`src/rtl/multi_freq_meter.sv`:
```
// Multi-channel frequency / period meter: counts rising edges per gate window or
// clk cycles between rising edges, with saturation reporting, result hold and valid strobes.
module multi_freq_meter #(
    parameter int CHANNELS    = 2,
    parameter int CNT_W       = 20,
    parameter int GATE_CYCLES = 100_000_000
) (
    input  logic                      clk,
    input  logic                      rst_n,
    input  logic [CHANNELS-1:0]       s,
    input  logic                      mode,
    input  logic                      hold,
    output logic [CHANNELS*CNT_W-1:0] result,
    output logic [CHANNELS-1:0]       valid,
    output logic [CHANNELS-1:0]       ovf
);

    localparam int                GATE_W    = $clog2(GATE_CYCLES);
    localparam logic [GATE_W-1:0] GATE_LAST = GATE_W'(GATE_CYCLES - 1);
    localparam logic [GATE_W-1:0] GATE_ONE  = GATE_W'(1);
    localparam logic [CNT_W-1:0]  CNT_MAX   = '1;
    localparam logic [CNT_W-1:0]  CNT_ONE   = CNT_W'(1);

    typedef enum logic {ARM, MEAS} state_t;

    logic [CHANNELS-1:0]       sync1, sync2, sync3, rise;
    logic                      mode_q, abort, terminal;
    logic [GATE_W-1:0]         gate_cnt, gate_nxt;
    logic [CNT_W-1:0]          cnt       [CHANNELS];
    logic [CNT_W-1:0]          cnt_nxt   [CHANNELS];
    logic [CNT_W-1:0]          cnt_inc   [CHANNELS];
    state_t                    state     [CHANNELS];
    state_t                    state_nxt [CHANNELS];
    logic [CHANNELS-1:0]       sat, wovf, wovf_nxt;
    logic [CHANNELS*CNT_W-1:0] result_nxt;
    logic [CHANNELS-1:0]       valid_nxt, ovf_nxt;

    // sync3 exists only to detect the rising edge of the synchronised input
    always_ff @(posedge clk or negedge rst_n) begin
        if (!rst_n) begin
            sync1 <= '0;
            sync2 <= '0;
            sync3 <= '0;
        end else begin
            sync1 <= s;
            sync2 <= sync1;
            sync3 <= sync2;
        end
    end

    assign rise     = sync2 & ~sync3;
    assign abort    = (mode != mode_q);
    assign terminal = !mode_q && (gate_cnt == GATE_LAST);

    // sat marks an edge that arrives while the counter is already pinned at full scale
    always_comb begin
        for (int i = 0; i < CHANNELS; i++) begin
            sat[i]     = rise[i] && (cnt[i] == CNT_MAX);
            cnt_inc[i] = (rise[i] && !sat[i]) ? cnt[i] + CNT_ONE : cnt[i];
        end
    end

    always_comb begin
        gate_nxt   = gate_cnt;
        wovf_nxt   = wovf;
        result_nxt = result;
        ovf_nxt    = ovf;
        valid_nxt  = '0;
        for (int i = 0; i < CHANNELS; i++) begin
            cnt_nxt[i]   = cnt[i];
            state_nxt[i] = state[i];
        end

        if (abort) begin
            gate_nxt = '0;
            wovf_nxt = '0;
            for (int i = 0; i < CHANNELS; i++) begin
                cnt_nxt[i]   = '0;
                state_nxt[i] = ARM;
            end
        end else if (!mode_q) begin
            gate_nxt = terminal ? '0 : gate_cnt + GATE_ONE;
            for (int i = 0; i < CHANNELS; i++) begin
                if (terminal) begin
                    cnt_nxt[i]  = '0;
                    wovf_nxt[i] = 1'b0;
                    if (!hold) begin
                        result_nxt[i*CNT_W +: CNT_W] = cnt_inc[i];
                        ovf_nxt[i]                   = wovf[i] | sat[i];
                        valid_nxt[i]                 = 1'b1;
                    end
                end else begin
                    cnt_nxt[i]  = cnt_inc[i];
                    wovf_nxt[i] = wovf[i] | sat[i];
                end
            end
        end else begin
            // An edge in MEAS takes priority over the timeout on the same cycle
            for (int i = 0; i < CHANNELS; i++) begin
                case (state[i])
                    ARM: begin
                        if (rise[i]) begin
                            cnt_nxt[i]   = CNT_ONE;
                            state_nxt[i] = MEAS;
                        end
                    end
                    MEAS: begin
                        if (rise[i]) begin
                            cnt_nxt[i] = CNT_ONE;
                            if (!hold) begin
                                result_nxt[i*CNT_W +: CNT_W] = cnt[i];
                                ovf_nxt[i]                   = 1'b0;
                                valid_nxt[i]                 = 1'b1;
                            end
                        end else if (cnt[i] == CNT_MAX) begin
                            cnt_nxt[i]   = '0;
                            state_nxt[i] = ARM;
                            if (!hold) begin
                                result_nxt[i*CNT_W +: CNT_W] = CNT_MAX;
                                ovf_nxt[i]                   = 1'b1;
                                valid_nxt[i]                 = 1'b1;
                            end
                        end else begin
                            cnt_nxt[i] = cnt[i] + CNT_ONE;
                        end
                    end
                    default: state_nxt[i] = ARM;
                endcase
            end
        end
    end

    always_ff @(posedge clk or negedge rst_n) begin
        if (!rst_n) begin
            for (int i = 0; i < CHANNELS; i++) begin
                state[i] <= ARM;
            end
        end else begin
            for (int i = 0; i < CHANNELS; i++) begin
                state[i] <= state_nxt[i];
            end
        end
    end

    always_ff @(posedge clk or negedge rst_n) begin
        if (!rst_n) begin
            mode_q   <= 1'b0;
            gate_cnt <= '0;
            wovf     <= '0;
            result   <= '0;
            valid    <= '0;
            ovf      <= '0;
            for (int i = 0; i < CHANNELS; i++) begin
                cnt[i] <= '0;
            end
        end else begin
            mode_q   <= mode;
            gate_cnt <= gate_nxt;
            wovf     <= wovf_nxt;
            result   <= result_nxt;
            valid    <= valid_nxt;
            ovf      <= ovf_nxt;
            for (int i = 0; i < CHANNELS; i++) begin
                cnt[i] <= cnt_nxt[i];
            end
        end
    end

endmodule

```
`config.mk`:
```
export PLATFORM = sky130hd
export DESIGN_NAME = multi_freq_meter
export DESIGN_NICKNAME = d
export VERILOG_FILES = /design/src/rtl/multi_freq_meter.sv
export SDC_FILE = /design/constraint.sdc
export NUM_CORES = 1
export LEC_CHECK = 0
export BUFFER_PORTS_ARGS = -buffer_cell sky130_fd_sc_hd__buf_4
export CAP_MARGIN = 10
export CELL_PAD_IN_SITES_DETAIL_PLACEMENT = 0
export CELL_PAD_IN_SITES_GLOBAL_PLACEMENT = 2
export CORE_MARGIN = 5
export CORE_UTILIZATION = 41
export DETAILED_ROUTE_END_ITERATION = 16
export HOLD_SLACK_MARGIN = 0.02
export PLACE_DENSITY_LB_ADDON = 0.25
export SLEW_MARGIN = 20
export SYNTH_ARGS = -nofsm -noshare
export SYNTH_HDL_FRONTEND = slang
export SYNTH_SLANG_ARGS = --single-unit
```
`constraint.sdc`:
```
create_clock -name clk -period 4.4 [get_ports clk]
set_clock_uncertainty 0.1 [all_clocks]
set_input_delay 0.22 -clock clk [delete_from_list [all_inputs] [get_ports clk]]
set_output_delay 0.22 -clock clk [all_outputs]
set_load 0.03 [all_outputs]
```
* Word level (Yosys, flattened, before mapping)
Cells that the tools add are included.
** Word-level totals
- Bits in registers :: 122
- Bits of input ports :: 6
- Output and inout bits :: 44
- Word-level logic and storage cells :: 121
** Operators by class
- $add $sub $neg :: 3
- Eq/ne operators :: 16
- Multiplexer cells :: 68
- Bitwise operators :: 7
- Reduce and logical (&&, ||, !) cells :: 12
** Operators by type and width (count)
- two-way mux 20 bit :: 23
- two-way mux 40 bit :: 3
- two-way mux 27 bit :: 3
- case mux 20 bit (2 select lines) :: 2
- adder 20 x 1 -> 20 bit, second input constant :: 2
- equality test 20 bit, second input constant :: 2
- two-way mux 1 bit :: 28
- adder 27 x 1 -> 27 bit, second input constant :: 1
- equality test 27 bit, second input constant :: 1
- two-way mux 2 bit :: 7
- AND reduction 7 bit :: 2
- inequality test 2 x 1 -> 1 bit, second input constant :: 4
- inequality test 4 bit, second input constant :: 2
- inequality test 3 x 2 -> 1 bit, second input constant :: 2
- inequality test 3 bit, second input constant :: 2
- logical AND 1 bit :: 5
- inequality test 2 bit, second input constant :: 2
- case mux 1 bit (2 select lines) :: 2
- nonzero test 2 bit :: 2
- logical NOT 1 bit :: 3
- inverter 1 bit :: 3
- AND 2 bit :: 1
- inverter 2 bit :: 1
- bitwise OR 1 bit :: 2
- inequality test 1 bit :: 1

* Depth between registers and ports, before layout
Gate-level depths: netlist (run 1).
- Word-level depth :: 9
- Depth in mapped cells :: 12
- Gate-level depth less buffers :: 9

* Least setup slack after synthesis (run 1)
OpenSTA, ideal clock, no wires.
- Path kind :: reg-to-reg
- Start point :: register mode_q
- End point :: register result[12]
- Library setup time :: 0.125 ns
- Data arrival time :: 2.766 ns
- Path slack :: 1.409 ns
- Stages on the path, launching flop included :: 12
- Path through :: dfrtp_1 > inv_1 > clkbuf_1 > clkbuf_1 > ha_1 > or2_2 > or3_1 > o41ai_2 > nor2_1 > buf_4 > inv_1 > mux2_2
** On the way
- Word-level cells in the longest chain between the ends :: 4
- Elaborated cells on any way between the ends :: 10
- Classes of those cells :: 4 x eq/ne; 1 x mux; 1 x bitwise; 4 x reduce/logical
** Ends and longest elaborated chain
- from (decl) :: line 27 : logic mode_q, abort, terminal;
- from (signal assigned) :: line 157 : mode_q <= mode;
- logical NOT 1 bit
- logical AND 1 bit :: line 53 : assign terminal = !mode_q && (gate_cnt == GATE_LAST);
- nonzero test 2 bit (no line)
- AND reduction 7 bit (no line)
- to (signal assigned) :: line 160 : result <= result_nxt;
- to (decl) :: line 13 : output logic [CHANNELS*CNT_W-1:0] result,
Parallel ways exist; a longest one is shown, timed or not.
A chain may end at the register's enable or synchronous reset.

* Worst setup path after layout (run 1)
- Start point :: register cnt[0] in the netlist's numbering
- End point :: register result[23]
** On the way
- Word-level cells in the longest chain between the ends :: 8
- Elaborated cells on any way between the ends :: 12
- Classes of those cells :: 1 x add/sub; 3 x eq/ne; 4 x mux; 4 x reduce/logical
** Ends and longest elaborated chain
- from (decl) :: line 29 : logic [CNT_W-1:0] cnt [CHANNELS];
- from (signal, indexed assignment) :: line 164 : cnt[i] <= cnt_nxt[i];
- parallel branches: the longest is 8 deep, another holds adder 20 x 1 -> 20 bit
Several ways; the timed one is not identified. The select of a mux whose other input is x is not followed.

==> results of run 1 <==
## layer usage
metal | vias to the layer above | part of all wire, %
met5 | - | 0
met4 | 0 | 1.6
met3 | 28 | 5.4
met2 | 213 | 45
met1 | 3313 | 48
li1 | 3157 | -
## cell families after synthesis
kind of cell / after synthesis / share of synthesized area, %
xor gates and xnor gates: 33 / 3.92
and+or+nand+nor: 325 / 22.8
muxes: 6 / 0.849
adders and majority gates: 5 / 0.849
DFF: 122 / 41.5
AOI/OAI and AO/OA: 269 / 25.1
buffers and inverters: 74 / 5.03
## critical path: cells and delay by family, from the launching register on
kind | cells | cell delay (ns)
fa+ha+maj | 1 | 0.45
compound gates | 4 | 1.07
flops | 1 | 0.52
simple gates | 1 | 0.66
buf+inv | 1 | 0.17
## where the power goes
group / switching [mW] / internal, mW
combinational: 0.454 / 0.248
sequential: 0.0858 / 1.24
clock: 0.511 / 1.04
## layout by cell type (no fill, tap or decap), types with 18 or more instances in the layout
master	n
a211oi_1	22
and3_1	18
nand4_1	18
nand2_1	85
o21ai_0	63
xor2_1	20
dfrtp_1	122
a311oi_1	20
a21oi_1	49
a21o_1	20
nor3_1	26
nor2_1	80
nand3_1	30
buf_4	62
## worst paths after layout
path / endpoint / from
max: result[23]$_DFFE_PN0P_ / cnt[0]$_DFFE_PN0P_
min: ovf[0]$_DFFE_PN0P_ / hold
max reg2reg: result[23]$_DFFE_PN0P_ / cnt[0]$_DFFE_PN0P_
min reg2reg: sync2[1]$_DFF_PN0_ / sync1[1]$_DFF_PN0_
max in group asynchronous: cnt[23]$_DFFE_PN0P_ / rst_n
min in group asynchronous: result[25]$_DFFE_PN0P_ / rst_n
## flip-flops by register name, indices dropped and copies added, names as in the netlist
signal	count
result	40
valid	2
sync3	2
state	2
sync2	2
ovf	2
sync1	2
cnt	40
gate_cnt	27
wovf	2
mode_q	1
## per-stage QoR
step           util, %  power [mW]  cells
2_1_floorplan        -        1.77    834
3_3_place_gp      43.7        2.04   1063
3_5_place_dp      43.7        2.05   1063
4_1_cts           47.6        3.60   1098
5_1_grt           47.6        3.72   1098
6_report          47.6        3.57   1098
## layout make-up
type	instances	area, um^2	share of cell area [%]
tap	229	287	3.37
timing repair buffer	66	505	5.95
inverter	12	45.0	0.530
clock buffer	25	515	6.07
sequential	122	3050	36.0
clock inverter	6	133	1.56
multi-input combinational	638	3950	46.6
==> reports/metrics.cfg, run 1 <==
[run_status]
status=complete, no violations

[clock_network]
post_cts_buffers=0
numClockSinks=122
holdBufCountCts=4
clkLatencyLatePin_ns=0.42
cts_resized=0
cts_tree=done
clock_tree.root_cell=clkbuf_16
cts.reportedPaths.clkPinSlew_ns=0.06
clock_path_buffers=2
cts_htree_levels=4
cts_inserted_buffers=17

[floorplan]
die_y_um=144
core_um2=17800
dieWidth_um=144
initial_core_util_pct=41.3
io_pins=50
rows=49
die_area_um2=20700

[flow_run]
maxCapViolations=0

[sta]
layout_min_cycle_time_ns=3.10
slew_viol_final=0
setup_tns_ns=0
setup_ws_ns=1.30
whs_ns=0.123
rsz0062_at_grt=no
setup_violations=0
hold_viol=0
fin_crit_sh_pct=70.4
max_freq_mhz=323
slew_headroom_pct=25.8
tightest_slew_ns=1.11

[synth]
syn_area_um2=7360
synth-seq-cells=122
yosysMostFrequentCell=dfrtp_1
synth_cell_types=79
synth_top_cell_by_area=dfrtp_1
synthCells=834
yosysWarningCount=0
syn_nets=845
synth.top_cells.by_count=dfrtp_1 (122), nand2_1 (85), nor2_1 (82), o21ai_0 (63), a21oi_1 (49)
synth-edff-count=0
synth_top_area_share_pct=41.5
ys_async_sr_fraction_pct=100
synthFlopType=dfrtp_1
syn_avg_cell_area_um2=8.83
synth_area_leaders=dfrtp_1 (41%), nand2_1 (4.3%), o21ai_0 (4.3%), nor2_1 (4.2%), a21oi_1 (3.3%)
ys_seq_area_share_pct=41.5

[pwr]
ir_worst_vdd_v=0.000301
power_density_nw_per_um2=421
p_leak_nw=3.65

[global_route]
grt_busiest_layer=met2
grt_max_degree=45
globalRouteMet3Util_pct=4.50
grt_overflow=0
grt.met1_usage_pct=31.3
grtUsageMet2_pct=31.7
grt_pass1_vias=6368
antenna_found_initial=0
grt_util_all_layers_pct=21.3
grt_pass1_wl_mm=34.9

[worst_hold_path]
hold_class=in2reg
hold_depth=3

[route]
dr.pass1.iters=5
vias_per_cell=6.11
routed_wl_mm=21.7
drtIter0Drc=546
vias=6711
wl_per_cell_um=19.8
postRouteAntennaNets=0
drc=0

[critical_path]
r2r_cells=7
cp_slowest_cell=nor4_4
worstPathArrival_ns=3.29
criticalPathCategory=reg2reg
crit_path_end_kind=flop
cp_data_required_time_ns=4.60
crit_path_start_kind=flop
path_max_fanout=20
reg2reg_slack_ns=1.30
max_stage_delay_ns=0.66
path_cells=ha_1, inv_1, nor4_4, a21oi_2, a211oi_1, a311oi_1, a21o_1

[finish]
syn_to_final_growth_pct=15.3
fin_nets=868
fill_cells=1691
diodes=0
stdcell_area_um2=8490
drive_gt1_share_pct=14.5

[placed_design]
pre_cts_ws_ns=1.42
io_buffers=49
dpl.hpwl_mm=14.7
gpl.final_weighted_congestion=0.916
dpl_cell_area_um2=7800

No activity file was read; power rests on OpenSTA's default activity.
==> run 2, diff against run 1 <==
--- a/config.mk
+++ b/config.mk
@@ -10,7 +10,7 @@
 export CELL_PAD_IN_SITES_DETAIL_PLACEMENT = 0
 export CELL_PAD_IN_SITES_GLOBAL_PLACEMENT = 2
 export CORE_MARGIN = 5
-export CORE_UTILIZATION = 41
+export CORE_UTILIZATION = 34
 export DETAILED_ROUTE_END_ITERATION = 16
 export HOLD_SLACK_MARGIN = 0.02
 export PLACE_DENSITY_LB_ADDON = 0.25
==> constraint.sdc (replaced) <==
create_clock -name clk -period 2.6 [get_ports clk]
set_clock_uncertainty 0.1 [all_clocks]
set_input_delay 0.13 -clock clk [delete_from_list [all_inputs] [get_ports clk]]
set_output_delay 0.13 -clock clk [all_outputs]
set_load 0.03 [all_outputs]
==> run 2 against run 1 <==
Via count increased by 5.3%. Power increased by 64%. Worst setup slack got worse by 1.2 ns. Clock power is 51% higher. Maximum frequency is 24% higher. Final area increased by 8.3%. Hold slack got worse by 0.064 ns. Combinational power up 88%. Wire length is 8.2% higher. Register-to-register slack lost 1.2 ns. Critical endpoint is now result[32]$_DFFE_PN0P_. Largest power group unchanged.
==> reports/metrics.cfg, run 2 (same netlist as run 1, synthesis figures left out) <==
[route]
drc=0  ; unchanged
routed_wl_mm=23.5  ; +8.2%
dr.pass1.iters=5  ; unchanged
vias_per_cell=5.75  ; -5.9%
postRouteAntennaNets=0  ; unchanged
drtIter0Drc=588  ; +7.7%
wl_per_cell_um=19.1  ; -3.3%
vias=7066  ; +5.3%

[clock_network]
cts.reportedPaths.clkPinSlew_ns=0.06  ; about the same
clock_path_buffers=2  ; unchanged
cts_htree_levels=4  ; unchanged
clkLatencyLatePin_ns=0.42  ; about the same
cts_tree=done
numClockSinks=122  ; unchanged
cts_inserted_buffers=17  ; unchanged
clock_tree.root_cell=clkbuf_16

[sta]
slew_headroom_pct=21.6  ; -4.2 points
setup_violations=0  ; unchanged
fin_crit_sh_pct=96.1  ; +26 points
tightest_slew_ns=1.17  ; +0.0594 ns
hold_viol=0  ; unchanged
layout_min_cycle_time_ns=2.50  ; -0.597 ns
rsz0062_at_grt=yes
whs_ns=0.0593  ; -0.0640 ns
max_freq_mhz=400  ; +24%
setup_ws_ns=0.101  ; -1.20 ns
slew_viol_final=0  ; unchanged
setup_tns_ns=0  ; unchanged

[critical_path]
r2r_start=cnt[19]$_DFFE_PN0P_
reg2reg_slack_ns=0.10  ; -1.20 ns
max_stage_delay_ns=0.61  ; -0.05 ns
critical-path-top-delay-family=compound AO/OA/AOI/OAI gates
path_cells=nand4_1, buf_4, nor3_1, buf_4, a21oi_2, buf_4, a311oi_1, a41o_1, o21ai_1
worstSetupStartpoint=cnt[19]$_DFFE_PN0P_
r2r_end=result[32]$_DFFE_PN0P_
crit_path_start_kind=flop
path_max_fanout=14  ; -30%
worstPathArrival_ns=2.74  ; -0.55 ns
cp_slowest_cell=a21oi_2
crit_cells=9  ; +2
path_common_cell=buf_4
cp_data_required_time_ns=2.84  ; -1.76 ns
crit_buf_inv=3  ; +2
crit_path_end=result[32]$_DFFE_PN0P_
criticalPathCategory=reg2reg
crit_path_end_kind=flop
r2r_cells=9  ; +2

[finish]
fin_nets=952  ; +9.7%
fill_cells=2054  ; +21%
layout_commonest_cell=buf_4
stdcell_area_um2=9200  ; +8.3%
drive_gt1_share_pct=22.3  ; +7.8 points
diodes=0  ; unchanged
reg_top3=cnt: 40 flops, result: 40 flops, gate_cnt: 27 flops
layout_common_cells=buf_4 (141), dfrtp_1 (122), nand2_1 (85)
syn_to_final_growth_pct=24.9
fin_cells=1229  ; +12%

[placed_design]
pre_cts_ws_ns=0.00564  ; -1.41 ns
io_buffers=49  ; unchanged
dp.cells=1191  ; +12%
dpl_cell_area_um2=8540  ; +9.5%
dpl.hpwl_mm=16.7  ; +14%
gpl.final_weighted_congestion=0.895  ; -2.2%

[global_route]
grt_util_all_layers_pct=19.3  ; -2.1 points
globalRouteMet3Util_pct=3.52  ; -0.98 points
grt.met1_usage_pct=29.0  ; -2.4 points
grt_overflow=0  ; unchanged
grt_pass1_vias=6716  ; +5.5%
grt_busiest_layer=met1
grtUsageMet2_pct=28.1  ; -3.5 points
grt_pass1_wl_mm=37.7  ; +8.1%
antenna_found_initial=0  ; unchanged
grt_max_degree=56  ; +24%

[floorplan]
die_area_um2=24700  ; +19%
io_pins=50  ; unchanged
core_um2=21200  ; +19%
dieWidth_um=157  ; +9.1%
initial_core_util_pct=34.8  ; -6.5 points
die_y_um=157  ; +9.1%
rows=53  ; +8.2%

[pwr]
switching_share_pct=30.8  ; +1.3 points
p_leak_nw=4.08  ; +12%
power.switching_mw=1.81  ; +72%
ir_worst_vdd_v=0.000430  ; +43%
pwr-share-comb_pct=22.5  ; +2.9 points
internal_power_mw=4.06  ; +61%
p_clk_share_pct=39.8  ; -3.5 points
power_frac_seq_pct=37.6  ; +0.6 points
power_density_nw_per_um2=638  ; +52%

[worst_hold_path]
hold_class=in2async

[flow_run]
maxCapViolations=0  ; unchanged

[run_status]
status=complete, no violations

-- run 2: changes by cell type in the layout (fill, tap and decap cells not counted), sizes merged --
cell,change
clkbuf,-1
clkinv,+4
buf,+84
bufinv,-2
-- run 2: power groups by stage --
stage	combinational (mW)	sequential, mW	clock [mW]
global placement	1.32	2.23	0
global route	1.42	2.23	2.49
CTS	1.33	2.21	2.39
finish	1.32	2.21	2.34
floorplan	0.431	2.57	0
detailed placement	1.32	2.25	0
-- run 2: cell type report --
cell class / count / area, um^2 / area share (%)
Multi-Input combinational cell: 638 / 3980 / 43.3
Clock buffer: 24 / 482 / 5.24
Clock inverter: 8 / 92.6 / 1.01
Inverter: 12 / 45.0 / 0.490
Tap cell: 275 / 344 / 3.74
Sequential cell: 122 / 3050 / 33.2
Timing Repair Buffer: 150 / 1200 / 13.0
-- run 2: worst min path at each step --
| stage | slack, ns | to | from |
|---|---|---|---|
| 3_5_place_dp | -0.07 | cnt[9]$_DFFE_PN0P_ | rst_n |
| 3_3_place_gp | -0.07 | cnt[8]$_DFFE_PN0P_ | rst_n |
| 4_1_cts | 0.04 | ovf[0]$_DFFE_PN0P_ | hold |
| 5_1_grt | 0.08 | cnt[6]$_DFFE_PN0P_ | rst_n |
| 2_1_floorplan | -0.27 | cnt[0]$_DFFE_PN0P_ | rst_n |
| 6_report | 0.06 | result[29]$_DFFE_PN0P_ | rst_n |
-- run 2: through the flow --
step	utilization, %	power, mW
after global routing	43.5	6.13
after global placement	40.4	3.55
final	43.5	5.87
after floorplan	-	3.00
after detailed placement	40.4	3.57
after CTS	43.3	5.93
-- run 2: what timing repair did --
action | in CTS | in global routing
setup buffers | 0 | 2
hold endpoints to repair | 125 | 0
setup endpoints to repair | 0 | 39
resized for setup | 0 | 5
hold buffers | 4 | 0
-- run 2: routing by layer --
layer | wire (um) | vias to the layer above
li1 | - | 3312
met1 | 11300 | 3470
met2 | 10300 | 253
met3 | 1510 | 31
met4 | 379 | 0
met5 | 0 | -
==> run 3, diff against run 2 <==
--- a/config.mk
+++ b/config.mk
@@ -14,6 +14,7 @@
 export DETAILED_ROUTE_END_ITERATION = 16
 export HOLD_SLACK_MARGIN = 0.02
 export PLACE_DENSITY_LB_ADDON = 0.25
+export RECOVER_POWER = 50
 export SLEW_MARGIN = 20
 export SYNTH_ARGS = -nofsm -noshare
 export SYNTH_HDL_FRONTEND = slang
==> run 3 against run 2 <==
Global-route usage unchanged. Core utilization is 0.38 points lower. Hold slack improved by 0.018 ns. Via count barely moved. Critical path type unchanged. Clock power hardly changed. Worst setup slack better by 0.0048 ns. Combinational power down 3%. Clock-buffer cell count unchanged. Maximum frequency rose by 0.19%. Largest power group unchanged.
==> reports/metrics.cfg, run 3 (same netlist as run 1, synthesis figures left out) <==
[route]
vias=7067  ; +0.014%
postRouteAntennaNets=0  ; unchanged
vias_per_cell=5.75  ; about the same
drc=0  ; unchanged
wl_per_cell_um=19.1  ; about the same
dr.pass1.iters=5  ; unchanged
routed_wl_mm=23.5  ; about the same
drtIter0Drc=575  ; -2.2%

[critical_path]
max_stage_delay_ns=0.45  ; -0.16 ns
crit_path_start_kind=flop
worstPathArrival_ns=2.68  ; -0.06 ns
r2r_cells=9  ; unchanged
cp_slowest_cell=dfrtp_1
crit_path_end_kind=flop
path_max_fanout=9  ; -5
criticalPathCategory=reg2reg
path_common_cell=buf_4
cp_data_required_time_ns=2.78  ; -0.06 ns
path_cells=nand4_1, nor4_4, buf_4, a21oi_2, buf_4, buf_4, a211o_1, o21ai_0, o21ai_0

[global_route]
grt_pass1_wl_mm=37.7  ; unchanged
grt_pass1_vias=6716  ; unchanged
grt_util_all_layers_pct=19.3  ; unchanged
grt_max_degree=56  ; unchanged
grt_overflow=0  ; unchanged
antenna_found_initial=0  ; unchanged

[floorplan]
rows=53  ; unchanged
initial_core_util_pct=34.8  ; unchanged
io_pins=50  ; unchanged
dieWidth_um=157  ; unchanged
die_area_um2=24700  ; unchanged
die_y_um=157  ; unchanged
core_um2=21200  ; unchanged

[sta]
slew_headroom_pct=20.8  ; -0.83 points
tightest_slew_ns=1.18  ; +0.0124 ns
slew_viol_final=0  ; unchanged
rsz0062_at_grt=yes
layout_min_cycle_time_ns=2.49  ; -0.00484 ns
hold_viol=0  ; unchanged
max_freq_mhz=401  ; +0.19%
setup_ws_ns=0.105  ; +0.00484 ns
setup_violations=0  ; unchanged
fin_crit_sh_pct=95.9  ; -0.19 points

[clock_network]
cts_inserted_buffers=17  ; unchanged
cts_tree=done
clock_path_buffers=2  ; unchanged
cts.reportedPaths.clkPinSlew_ns=0.06  ; about the same
cts_htree_levels=4  ; unchanged
numClockSinks=122  ; unchanged
clock_tree.root_cell=clkbuf_16
clkLatencyLatePin_ns=0.42  ; about the same

[placed_design]
pre_cts_ws_ns=0.00564  ; unchanged
io_buffers=49  ; unchanged
dpl.hpwl_mm=16.7  ; unchanged
gpl.final_weighted_congestion=0.895  ; unchanged

[finish]
fin_nets=952  ; unchanged
fill_cells=2073  ; +0.93%
multiInputGateArea_um2=3980  ; unchanged
layout_common_cells=buf_4 (124), dfrtp_1 (122), nand2_1 (85)
diodes=0  ; unchanged
reg_top3=cnt: 40 flops, result: 40 flops, gate_cnt: 27 flops
regArea_um2=3050  ; unchanged
layout_commonest_cell=buf_4
syn_to_final_growth_pct=23.8
drive_gt1_share_pct=20.8  ; -1.6 points

[pwr]
power_density_nw_per_um2=639  ; +0.17%
ir_worst_vdd_v=0.000429  ; about the same
p_leak_nw=4.01  ; -1.7%
total_power_mw=5.83  ; -0.71%

[worst_hold_path]
hold_class=in2reg
hold_depth=4

[run_status]
status=complete, no violations

[flow_run]
maxCapViolations=0  ; unchanged

## run 3: cell types whose count changed in the layout (fill, tap and decap cells not counted), sizes merged
cell | previous run | this run
clkbuf | 24 | 43
buf | 146 | 127
## run 3: area by class of cell
type	count	area share, %
Clock buffer	24	5.28
Clock inverter	8	1.02
Inverter	12	0.494
Multi-Input combinational cell	638	43.7
Sequential cell	122	33.5
Tap cell	275	3.77
Timing Repair Buffer	150	12.3
## run 3: power breakdown
group / total, mW / switching (mW) / internal (mW)
Combinational: 1.28 / 0.830 / 0.449
Sequential: 2.21 / 0.116 / 2.09
Clock: 2.34 / 0.861 / 1.48
## run 3: worst paths after layout
path,end,slack [ns],start
max reg2reg,result[27]$_DFFE_PN0P_,0.11,cnt[4]$_DFFE_PN0P_
min in group asynchronous,cnt[6]$_DFFE_PN0P_,0.33,rst_n
max,result[27]$_DFFE_PN0P_,0.11,cnt[4]$_DFFE_PN0P_
min,ovf[0]$_DFFE_PN0P_,0.08,hold
max in group asynchronous,gate_cnt[25]$_DFFE_PN0P_,0.60,rst_n
min reg2reg,sync2[0]$_DFF_PN0_,0.25,sync1[0]$_DFF_PN0_
## run 3: stage by stage
stage               area (um^2)  utilization [%]  hold slack (ns)  instances  TNS, ns
floorplan                  7400                -           -0.266        834        0
global placement           8540             40.4          -0.0680       1191        0
detailed placement         8540             40.4          -0.0672       1191        0
CTS                        9160             43.3           0.0405       1227        0
global route               9120             43.1           0.0767       1229  -0.0130
finish                     9120             43.1           0.0776       1229        0
## run 3: what timing repair did
| item | 4_1_cts | 5_1_grt |
|---|---|---|
| hold buffers | 4 | 0 |
| setup endpoints to repair | 0 | 39 |
| setup buffers | 0 | 2 |
| resized for setup | 0 | 5 |
| endpoints found under the hold margin | 125 | 0 |
## run 3: worst max-delay path, delay by kind of cell, from the launching register on
family | cells | cell delay, ns
DFF | 1 | 0.45
AOI/OAI and AO/OA | 4 | 0.60
and+or+nand+nor | 2 | 0.66
buffers and inverters | 3 | 0.57
## run 3: layer usage
layer	routed length, um	vias to the layer above	global-route usage, %
met5	0	-	0
met4	378	0	5.86
met3	1390	33	3.52
met2	10300	239	28.1
met1	11400	3490	29.0
li1	-	3305	-
